===== src/rtl/rr_arb2_pkg.sv =====
// Shared types and default sizing for the two-requester round-robin burst arbiter.
package rr_arb2_pkg;

  typedef enum logic [1:0] {
    IDLE = 2'd0,
    GNT0 = 2'd1,
    GNT1 = 2'd2
  } state_t;

  localparam int DEF_DATA_W    = 8;
  localparam int DEF_MAX_BEATS = 16;

endpackage


===== src/rtl/rr_arb2_mux21_w.sv =====
// Width-parameterised 2:1 mux steering {last, data} from the granted requester.
module mux21_w #(
  parameter int W = 9
) (
  input  logic         sel,
  input  logic [W-1:0] a,
  input  logic [W-1:0] b,
  output logic [W-1:0] y
);

  assign y = sel ? b : a;

endmodule


===== src/rtl/rr_arb2.sv =====
// Two-requester burst arbiter: the grant is held for a whole burst, the round-robin
// pointer flips on release, and over-long bursts are cut at MAX_BEATS.
module rr_arb2
  import rr_arb2_pkg::*;
#(
  parameter int DATA_W    = DEF_DATA_W,
  parameter int MAX_BEATS = DEF_MAX_BEATS
) (
  input  logic              clk,
  input  logic              rst,
  input  logic              in0_valid,
  input  logic [DATA_W-1:0] in0_data,
  input  logic              in0_last,
  output logic              in0_ready,
  input  logic              in1_valid,
  input  logic [DATA_W-1:0] in1_data,
  input  logic              in1_last,
  output logic              in1_ready,
  output logic              out_valid,
  output logic [DATA_W-1:0] out_data,
  output logic              out_last,
  input  logic              out_ready,
  output logic              sel,
  output logic              err_overrun
);

  localparam int CNT_W = $clog2(MAX_BEATS + 1);
  localparam logic [CNT_W-1:0] CNT_FINAL = CNT_W'(MAX_BEATS - 1);

  state_t           state, next_state;
  logic             prio;
  logic [CNT_W-1:0] beat_cnt;
  logic             handshake;
  logic             cur_last;
  logic             release_last;
  logic             release_force;
  logic [DATA_W:0]  mux_y;

  // Handshake qualification for whichever requester currently owns the channel.
  always_comb begin
    // NOTE: every always_comb output gets a default first so no path leaves it unassigned (no latch).
    handshake = 1'b0;
    cur_last  = 1'b0;
    unique case (state)
      GNT0: begin
        handshake = in0_valid & out_ready;
        cur_last  = in0_last;
      end
      GNT1: begin
        handshake = in1_valid & out_ready;
        cur_last  = in1_last;
      end
      default: ;
    endcase
  end

  assign release_last  = handshake & cur_last;
  assign release_force = handshake & ~cur_last & (beat_cnt == CNT_FINAL);

  // State register.
  always_ff @(posedge clk) begin
    // NOTE: sequential state uses non-blocking (<=) so all flops update together at the edge.
    if (rst) state <= IDLE;
    else     state <= next_state;
  end

  // Next-state logic.
  always_comb begin
    next_state = state;
    unique case (state)
      IDLE: begin
        if (in0_valid && in1_valid) next_state = prio ? GNT1 : GNT0;
        else if (in0_valid)         next_state = GNT0;
        else if (in1_valid)         next_state = GNT1;
      end
      GNT0, GNT1: begin
        if (release_last || release_force) next_state = IDLE;
      end
      default: next_state = IDLE;
    endcase
  end

  // Output logic; outputs are forced quiet while reset is asserted even if state is still a grant.
  always_comb begin
    out_valid = 1'b0;
    in0_ready = 1'b0;
    in1_ready = 1'b0;
    unique case (state)
      GNT0: begin
        out_valid = in0_valid & ~rst;
        in0_ready = out_ready & ~rst;
      end
      GNT1: begin
        out_valid = in1_valid & ~rst;
        in1_ready = out_ready & ~rst;
      end
      default: ;
    endcase
  end

  // Pointer, beat counter, registered select and overrun pulse.
  always_ff @(posedge clk) begin
    if (rst) begin
      prio        <= 1'b0;
      beat_cnt    <= '0;
      sel         <= 1'b0;
      err_overrun <= 1'b0;
    end else begin
      sel         <= (next_state == GNT1);
      err_overrun <= release_force;
      if (release_last || release_force) begin
        beat_cnt <= '0;
        prio     <= (state == GNT0);
      end else if (handshake) begin
        beat_cnt <= beat_cnt + CNT_W'(1);
      end
    end
  end

  mux21_w #(
    .W(DATA_W + 1)
  ) u_mux (
    .sel(sel),
    .a  ({in0_last, in0_data}),
    .b  ({in1_last, in1_data}),
    .y  (mux_y)
  );

  assign out_last = mux_y[DATA_W];
  assign out_data = mux_y[DATA_W-1:0];

endmodule


===== config.mk =====
export PLATFORM = sky130hd
export DESIGN_NAME = rr_arb2
export DESIGN_NICKNAME = d
export VERILOG_FILES = /design/src/rtl/rr_arb2_pkg.sv /design/src/rtl/rr_arb2_mux21_w.sv /design/src/rtl/rr_arb2.sv
export SDC_FILE = /design/constraint.sdc
export NUM_CORES = 1
export LEC_CHECK = 0
export ABC_AREA = 1
export CAP_MARGIN = 25
export CORE_AREA = 3 3 46 48
export CTS_CLUSTER_DIAMETER = 50
export CTS_CLUSTER_SIZE = 10
export DETAILED_ROUTE_END_ITERATION = 12
export DIE_AREA = 0 0 49 51
export HOLD_SLACK_MARGIN = 0.08
export PLACE_DENSITY = 0.82
export SKIP_CTS_REPAIR_TIMING = 1
export SLEW_MARGIN = 20
export SYNTH_ARGS = -nofsm -noshare
export SYNTH_HDL_FRONTEND = slang
export SYNTH_SLANG_ARGS = --single-unit

===== constraint.sdc =====
create_clock -name clk -period 4 [get_ports clk]
set_input_delay 0.8 -clock clk [delete_from_list [all_inputs] [get_ports clk]]
set_output_delay 0.8 -clock clk [all_outputs]
set_load 0.005 [all_outputs]

# Yosys cells after proc, flatten, opt, wreduce, memory -nomap -nowiden

Index checks and enable logic that the tools add are counted.

Register bits: 10
Logic and storage cells: 37
Output and inout bits: 14
Input bits: 23

Muxes and demuxes: 12
Eq/ne operators: 4
Reduce and logical (&&, ||, !) cells: 5
Bitwise operators: 10
Add/subtract/negate cells: 1

Operator list:

| operator                                      | count |
|---|---|
| two-way mux 2 bit                             | 5 |
| two-way mux 9 bit                             | 1 |
| AND 1 bit                                     | 8 |
| one-hot mux 1 bit (2 select lines)            | 3 |
| adder 5 x 1 -> 5 bit, second input constant   | 1 |
| == test 5 x 4 -> 1 bit, second input constant | 1 |
| == test 2 bit, second input constant          | 2 |
| one-hot mux 2 bit (2 select lines)            | 1 |
| OR reduction 2 bit                            | 2 |
| == test 2 x 1 -> 1 bit, second input constant | 1 |
| logical NOT 2 bit                             | 1 |
| two-way mux 1 bit                             | 2 |
| NOT 1 bit                                     | 2 |
| logical AND 1 bit                             | 1 |
| logical OR 1 bit                              | 1 |

# Longest topological paths before layout

Gate-level depths: netlist of the first run.

Depth after elaboration: 9
Depth in mapped cells: 11
Gate-level depth less buffers: 11

# Hierarchy

A second synthesis of the first run with hierarchy kept.

Cells, all modules: 111
Area, all modules: 710.7 um2

Modules (own cells, without submodules):

| module  | seq. area each (um2) | instances | area each (um2) | cells each |
|---|---|---|---|---|
| rr_arb2 | 200.2                | 1         | 594.3           | 82 |
| mux21_w | 0.0                  | 1         | 116.4           | 29 |

# Least setup slack after synthesis of the first run

No wires, ideal clock.

Path kind: input port to output port
From: in in1_valid
To: out out_valid
Cell stages on the path: 4
Arrival: 1061 ps
Buffers on the path: 0
Data required time: 3200 ps
Slack: 2139 ps
Cells stage by stage: nand2_2 nand2_4 inv_1 nor2_1

Word-level cells in the longest chain between the ends: 2

Ends and longest elaborated chain:

| element                            | line          | source |
|---|---|---|
| from (decl)                        | rr_arb2.sv:15 | `input logic in1_valid,` |
| AND 1 bit                          | rr_arb2.sv:94 | `out_valid = in1_valid & ~rst;` |
| one-hot mux 1 bit (2 select lines) | rr_arb2.sv:88 | `unique case (state)` |
| to (decl)                          | rr_arb2.sv:19 | `output logic out_valid,` |

No other way between the ends.

# Worst setup path in the final report of the first run

Ends and elaborated chain as after synthesis.

==> results of run 1 <==
## power groups by stage
| stage | Combinational (W) | Clock, W | Sequential [W] |
|---|---|---|---|
| 6_report | 0.0000892 | 0.0000912 | 0.000109 |
| 5_1_grt | 0.0000955 | 0.0000999 | 0.000110 |
| 4_1_cts | 0.0000893 | 0.0000934 | 0.000109 |
| 3_5_place_dp | 0.0000888 | 0 | 0.000111 |
| 3_3_place_gp | 0.0000851 | 0 | 0.000111 |
| 2_1_floorplan | 0.0000414 | 0 | 0.000108 |
## state kept, by name, summed over array words and instances, names as in the netlist
register,flops
err_overrun,1
beat_cnt,5
sel,1
state,2
prio,1
## critical path, stage by stage
cell,delay [ns]
clkdlybuf4s50_1,0.53
nand2_2,0.08
nand2_4,0.09
inv_1,0.04
nor2_1,0.09
clkdlybuf4s50_1,0.52
## logic make-up (layout without fill, tap and decap cells)
| group | after synthesis | after routing |
|---|---|---|
| compound gates | 11 | 11 |
| xor+xnor | 2 | 2 |
| fa+ha+maj | 6 | 6 |
| buf+inv | 14 | 53 |
| flops | 10 | 10 |
| mux | 9 | 9 |
| simple gates | 40 | 40 |
## layer usage
metal | routed length, µm | global-route usage (%) | part of all wire, % | up-vias
met4 | 35 | 9.00 | 1.8 | 0
met5 | 0 | 0 | 0 | -
met3 | 207 | 6.12 | 11 | 7
met2 | 924 | 27.4 | 48 | 38
li1 | - | - | - | 376
met1 | 748 | 14.7 | 39 | 350
## area by class of cell
type | count | area, µm²
fillers | 151 | 622
multi-input cells | 68 | 445
repair buffers | 36 | 360
flip-flops and latches | 10 | 200
inverters | 13 | 50.0
clock buffers | 4 | 36.3
well taps | 25 | 31.3
## worst min path at each step
stage,startpoint,end,depth (start not counted)
after global placement,beat_cnt[3]$_SDFFE_PP0P_,beat_cnt[3]$_SDFFE_PP0P_,2
after global routing,beat_cnt[4]$_SDFFE_PP0P_,beat_cnt[4]$_SDFFE_PP0P_,2
after floorplan,beat_cnt[3]$_SDFFE_PP0P_,beat_cnt[3]$_SDFFE_PP0P_,2
after CTS,beat_cnt[4]$_SDFFE_PP0P_,beat_cnt[4]$_SDFFE_PP0P_,2
final,beat_cnt[3]$_SDFFE_PP0P_,beat_cnt[3]$_SDFFE_PP0P_,2
after detailed placement,beat_cnt[4]$_SDFFE_PP0P_,beat_cnt[4]$_SDFFE_PP0P_,2
## placed cells by master (no fill, tap or decap), types with 3 or more instances in the layout
cell type,n
mux2_2,9
o21ai_0,3
ha_1,6
nor2_1,7
nand2_1,21
a21oi_1,5
nand3_1,4
clkdlybuf4s50_1,36
inv_1,12
dfxtp_1,10
clkbuf_4,3
## through the flow
| step | total power (W) | setup WS (ns) | area [µm²] |
|---|---|---|---|
| floorplan | 0.000150 | 2.14 | 701 |
| global placement | 0.000196 | 1.09 | 1090 |
| detailed placement | 0.000200 | 1.05 | 1090 |
| CTS | 0.000291 | 1.05 | 1120 |
| global route | 0.000305 | 0.993 | 1120 |
| finish | 0.000289 | 1.05 | 1120 |
==> results.toml, run 1 <==
[setup_path]
cp_data_arrival_time_ns = 2.15
rr_worst_depth = 8
critPathRequiredTime_ns = 3.20
cp-start-kind = "input pin"
end_kind = "output port"
rrSetupSlack_ns = 2.44
crit_path_start = "in1_valid"
crit_type = "input pin to output port"
r2r_start = "state[0]$_SDFF_PP0_"
r2r-end = "prio$_SDFFE_PP0P_"
path_max_fanout = 4
crit_path_end = "out_valid"

[routing]
wl_per_cell_um = 12.3
initialDrtViolationCount = 22
drtAntennaViolNets = 0
via_per_inst = 4.94
drc = 0
finalWirelength_um = 1920
vias = 771
drt-pass1-iter-count = 4

[logic_synthesis]
synthSimpleGateAreaFrac_pct = 26.8
yosys_warnings = 0
avgSynthCellArea_um2 = 7.62
syn_area_um2 = 701
synth_common_cells = "nand2_1 (21), inv_1 (12), dfxtp_1 (10)"
synth.distinct_cells = 21
post-synth-top-area-cell = "dfxtp_1"
yosysSeqAreaShare_pct = 28.6
syn-num-nets = 121
synth_top_area_share_pct = 28.6
muxShareOfSynthArea_pct = 14.5
ys_ff_latch = 10
synth_top_family_by_area = "simple AND/OR/NAND/NOR gates"
syn_inst = 92
synthFlopType = "dfxtp_1"
synthAdderAreaFrac_pct = 10.7
synth_xor_area_share_pct = 2.50
synth_most_common_cell = "nand2_1"
synth_compound_area_share_pct = 9.11
synthTopCellsByArea = "dfxtp_1 (29%), mux2_2 (14%), nand2_1 (11%)"
synth-edff-count = 0
synthArstFlopShare_pct = 0

[pwr]
switching_share_pct = 26.7
powerDensity_nw_per_um2 = 257
power_switching_w = 0.0000771
clockPowerShare_pct = 31.5
ir_worst_vdd_mv = 0.154
intPower_w = 0.000212
pwr-share-seq_pct = 37.6
comb_power_share_pct = 30.8
leakagePower_nw = 0.487

[sta]
rsz0062_at_grt = "false"
timing.fmax_mhz = 339
slew_viol_final = 0
post-route-period-util_pct = 73.8
worst_pin_slew_ns = 0.411
hold_ws_ns = 0.483
post-route-min-period_ns = 2.95
max-slew-margin-rel_pct = 72.5
fin_worst_skew_ns = 0.00290
hold_viol_final = 0
setup-violations-final = 0
setup_tns_ns = 0

[clock_tree]
h-tree-depth = 1
cts_tree = "done"
clockBufferDepth = 2
cts-root-buf = "clkbuf_4"
cts.sinks = 10
cts.clk_slew.worst_paths_ns = 0.06
cts-buffers-inserted = 3
worstSkewPairLatency_ns = 0.27

[placement]
dpl.hpwl_um = 1600
gp_congestion = 0.817
port_buffers = 36
dp_cells = 152

[layout]
n_antenna_cell = 0
final_cells = 156
layout-drive-gt1-share_pct = 15.3
fin_util_pct = 64.4
areaGrowthSynthToFinish_pct = 60.4
layout.nets = 161

[global_routing]
grt_use_total_pct = 15.2
grt_max_degree = 11
grt_pass1_wl_um = 2960
gr-total-overflow = 0
grt_pass1_vias = 725
antenna_found_initial = 0

[die]
die-area_um2 = 2500
initial_utilization_pct = 40.1
dieWidth_um = 49
die_h_um = 51
ios = 37
rows = 15
core_um2 = 1750

[status]
status = "finished, final reports clean"

[min_path]
hold_path.class = "flop to flop"

[job]
drv_cap = 0
Power figures use the tool's default switching activity.
==> run 2: changes to the inputs <==
--- a/config.mk
+++ b/config.mk
@@ -7,13 +7,13 @@
 export LEC_CHECK = 0
 export ABC_AREA = 1
 export CAP_MARGIN = 25
-export CORE_AREA = 3 3 46 48
+export CORE_AREA = 3 3 47 49
 export CTS_CLUSTER_DIAMETER = 50
 export CTS_CLUSTER_SIZE = 10
 export DETAILED_ROUTE_END_ITERATION = 12
-export DIE_AREA = 0 0 49 51
+export DIE_AREA = 0 0 50 52
 export HOLD_SLACK_MARGIN = 0.08
-export PLACE_DENSITY = 0.82
+export PLACE_DENSITY = 0.79
 export SKIP_CTS_REPAIR_TIMING = 1
 export SLEW_MARGIN = 20
 export SYNTH_ARGS = -nofsm -noshare
==> constraint.sdc (replaced) <==
create_clock -name clk -period 2.74 [get_ports clk]
set_input_delay 0.548 -clock clk [delete_from_list [all_inputs] [get_ports clk]]
set_output_delay 0.548 -clock clk [all_outputs]
set_load 0.005 [all_outputs]
==> run 2 against run 1 <==
  * Register-to-register slack lost 1.3 ns
  * Setup slack lost 0.72 ns
  * First-iteration DRC count shrank 32%
  * Sequential share of layout area is essentially flat
  * Utilization shrank 5.2 points
  * Critical path type unchanged
  * Total power grew 45%
  * Highest routed layer unchanged
==> results.toml, run 2 (same netlist as run 1, synthesis figures left out) <==
[status]
status = "finished, final reports clean"

[sta]
setup_tns_ns = 0
setup-violations-final = 0
max-slew-margin-rel_pct = 71.8
post-route-period-util_pct = 88.2
fin_worst_skew_ns = 0.00208
slew_viol_final = 0
rsz0062_at_grt = "false"
worst_pin_slew_ns = 0.423
timing.final.ws_setup_ns = 0.323
hold_viol_final = 0
post-route-min-period_ns = 2.42
timing.fmax_mhz = 414

[setup_path]
rrSetupSlack_ns = 1.16
cp_data_arrival_time_ns = 1.87
cp_slowest_stage_delay_ns = 0.53
path_max_fanout = 4
crit_type = "input pin to output port"
end_kind = "output port"
cp-start-kind = "input pin"
critPathRequiredTime_ns = 2.19
cp_common_cell = "clkdlybuf4s50_1"
cp_cell_sequence = "clkdlybuf4s50_1 > nand2_2 > nand2_4 > inv_1 > nor2_1 > clkdlybuf4s50_1"
worst_path_max_delay_cell = "clkdlybuf4s50_1"

[routing]
highest_layer = "met4"
finalWirelength_um = 1940
initialDrtViolationCount = 15
dr_wl_met3_um = 106
drtAntennaViolNets = 0
wl_met2_um = 978
vias = 747
drt-pass1-iter-count = 4
routedLengthMet1_um = 831
drc = 0
wl_per_cell_um = 12.3
via_per_inst = 4.73

[layout]
layout_common_cells = "clkdlybuf4s50_1 (36), nand2_1 (21), inv_1 (12)"
layout.nets = 161
largest_registers = "beat_cnt x5, state x2"
largest_reg_flops = 5
n_antenna_cell = 0
fillers = 190
areaGrowthSynthToFinish_pct = 60.7
layout-drive-gt1-share_pct = 15.3
layout_commonest_cell = "clkdlybuf4s50_1"
top_register = "beat_cnt"

[global_routing]
grt_pass1_wl_um = 3210
grt_use_total_pct = 16.0
grt_max_degree = 11
gr-total-overflow = 0
grt_pass1_vias = 757
antenna_found_initial = 0

[placement]
gp_congestion = 0.837
port_buffers = 36
dpl.hpwl_um = 1620
place_ws_ns = 0.322

[pwr]
design_power_total_w = 0.000419
ir_worst_vdd_mv = 0.357
powerDensity_nw_per_um2 = 372
leakagePower_nw = 0.487

[die]
die-area_um2 = 2600
core_um2 = 1900
ios = 37
initial_utilization_pct = 36.8
dieWidth_um = 50
die_h_um = 52
rows = 16

[clock_tree]
cts.sinks = 10
cts.clk_slew.worst_paths_ns = 0.06
cts_tree = "done"
cts-buffers-inserted = 3
h-tree-depth = 1
clockBufferDepth = 2
worstSkewPairLatency_ns = 0.27
cts-root-buf = "clkbuf_4"

[min_path]
hold_path.class = "flop to flop"

[job]
drv_cap = 0
==> run 2: cell counts in the layout (fill, tap and decap cells not counted) <==
No cell type changed its count.
==> run 2: layout make-up <==
type	count	area (µm²)	area share (%)
Tap cell	27	33.8	3.00
Clock buffer	4	36.3	3.22
Timing Repair Buffer	36	360	32.0
Multi-Input combinational cell	68	445	39.6
Sequential cell	10	200	17.8
Inverter	13	50.0	4.44
==> run 2: worst paths after layout <==
check	from	to	cells after the start
worst max-delay path	in1_valid	out_valid	6
worst min-delay path	beat_cnt[3]$_SDFFE_PP0P_	beat_cnt[3]$_SDFFE_PP0P_	2
worst max register to register	beat_cnt[0]$_SDFFE_PP0P_	beat_cnt[0]$_SDFFE_PP0P_	9
worst min register to register	beat_cnt[3]$_SDFFE_PP0P_	beat_cnt[3]$_SDFFE_PP0P_	2
==> run 2: layer usage <==
metal / track usage, % / up-vias
li1: - / 373
met4: 8.29 / 0
met1: 16.9 / 348
met2: 29.1 / 22
met3: 3.72 / 4
met5: 0 / -
==> run 2: where the power goes <==
group          switching (W)  internal, W
Sequential        0.00000852     0.000151
Clock              0.0000509    0.0000807
Combinational      0.0000506    0.0000773
Total               0.000110     0.000309
==> run 2: critical path, delay by kind of cell <==
| family | cells | cell delay, ns |
|---|---|---|
| buffers and inverters | 3 | 1.07 |
| and+or+nand+nor | 3 | 0.24 |
==> run 2: per-stage QoR <==
stage	instances	hold WS, ns	utilization [%]	instance area [µm²]
2_1_floorplan	92	0.450	-	701
3_3_place_gp	154	0.460	57.3	1090
3_5_place_dp	154	0.472	57.3	1090
4_1_cts	158	0.484	59.2	1130
5_1_grt	158	0.513	59.2	1130
6_report	158	0.482	59.2	1130
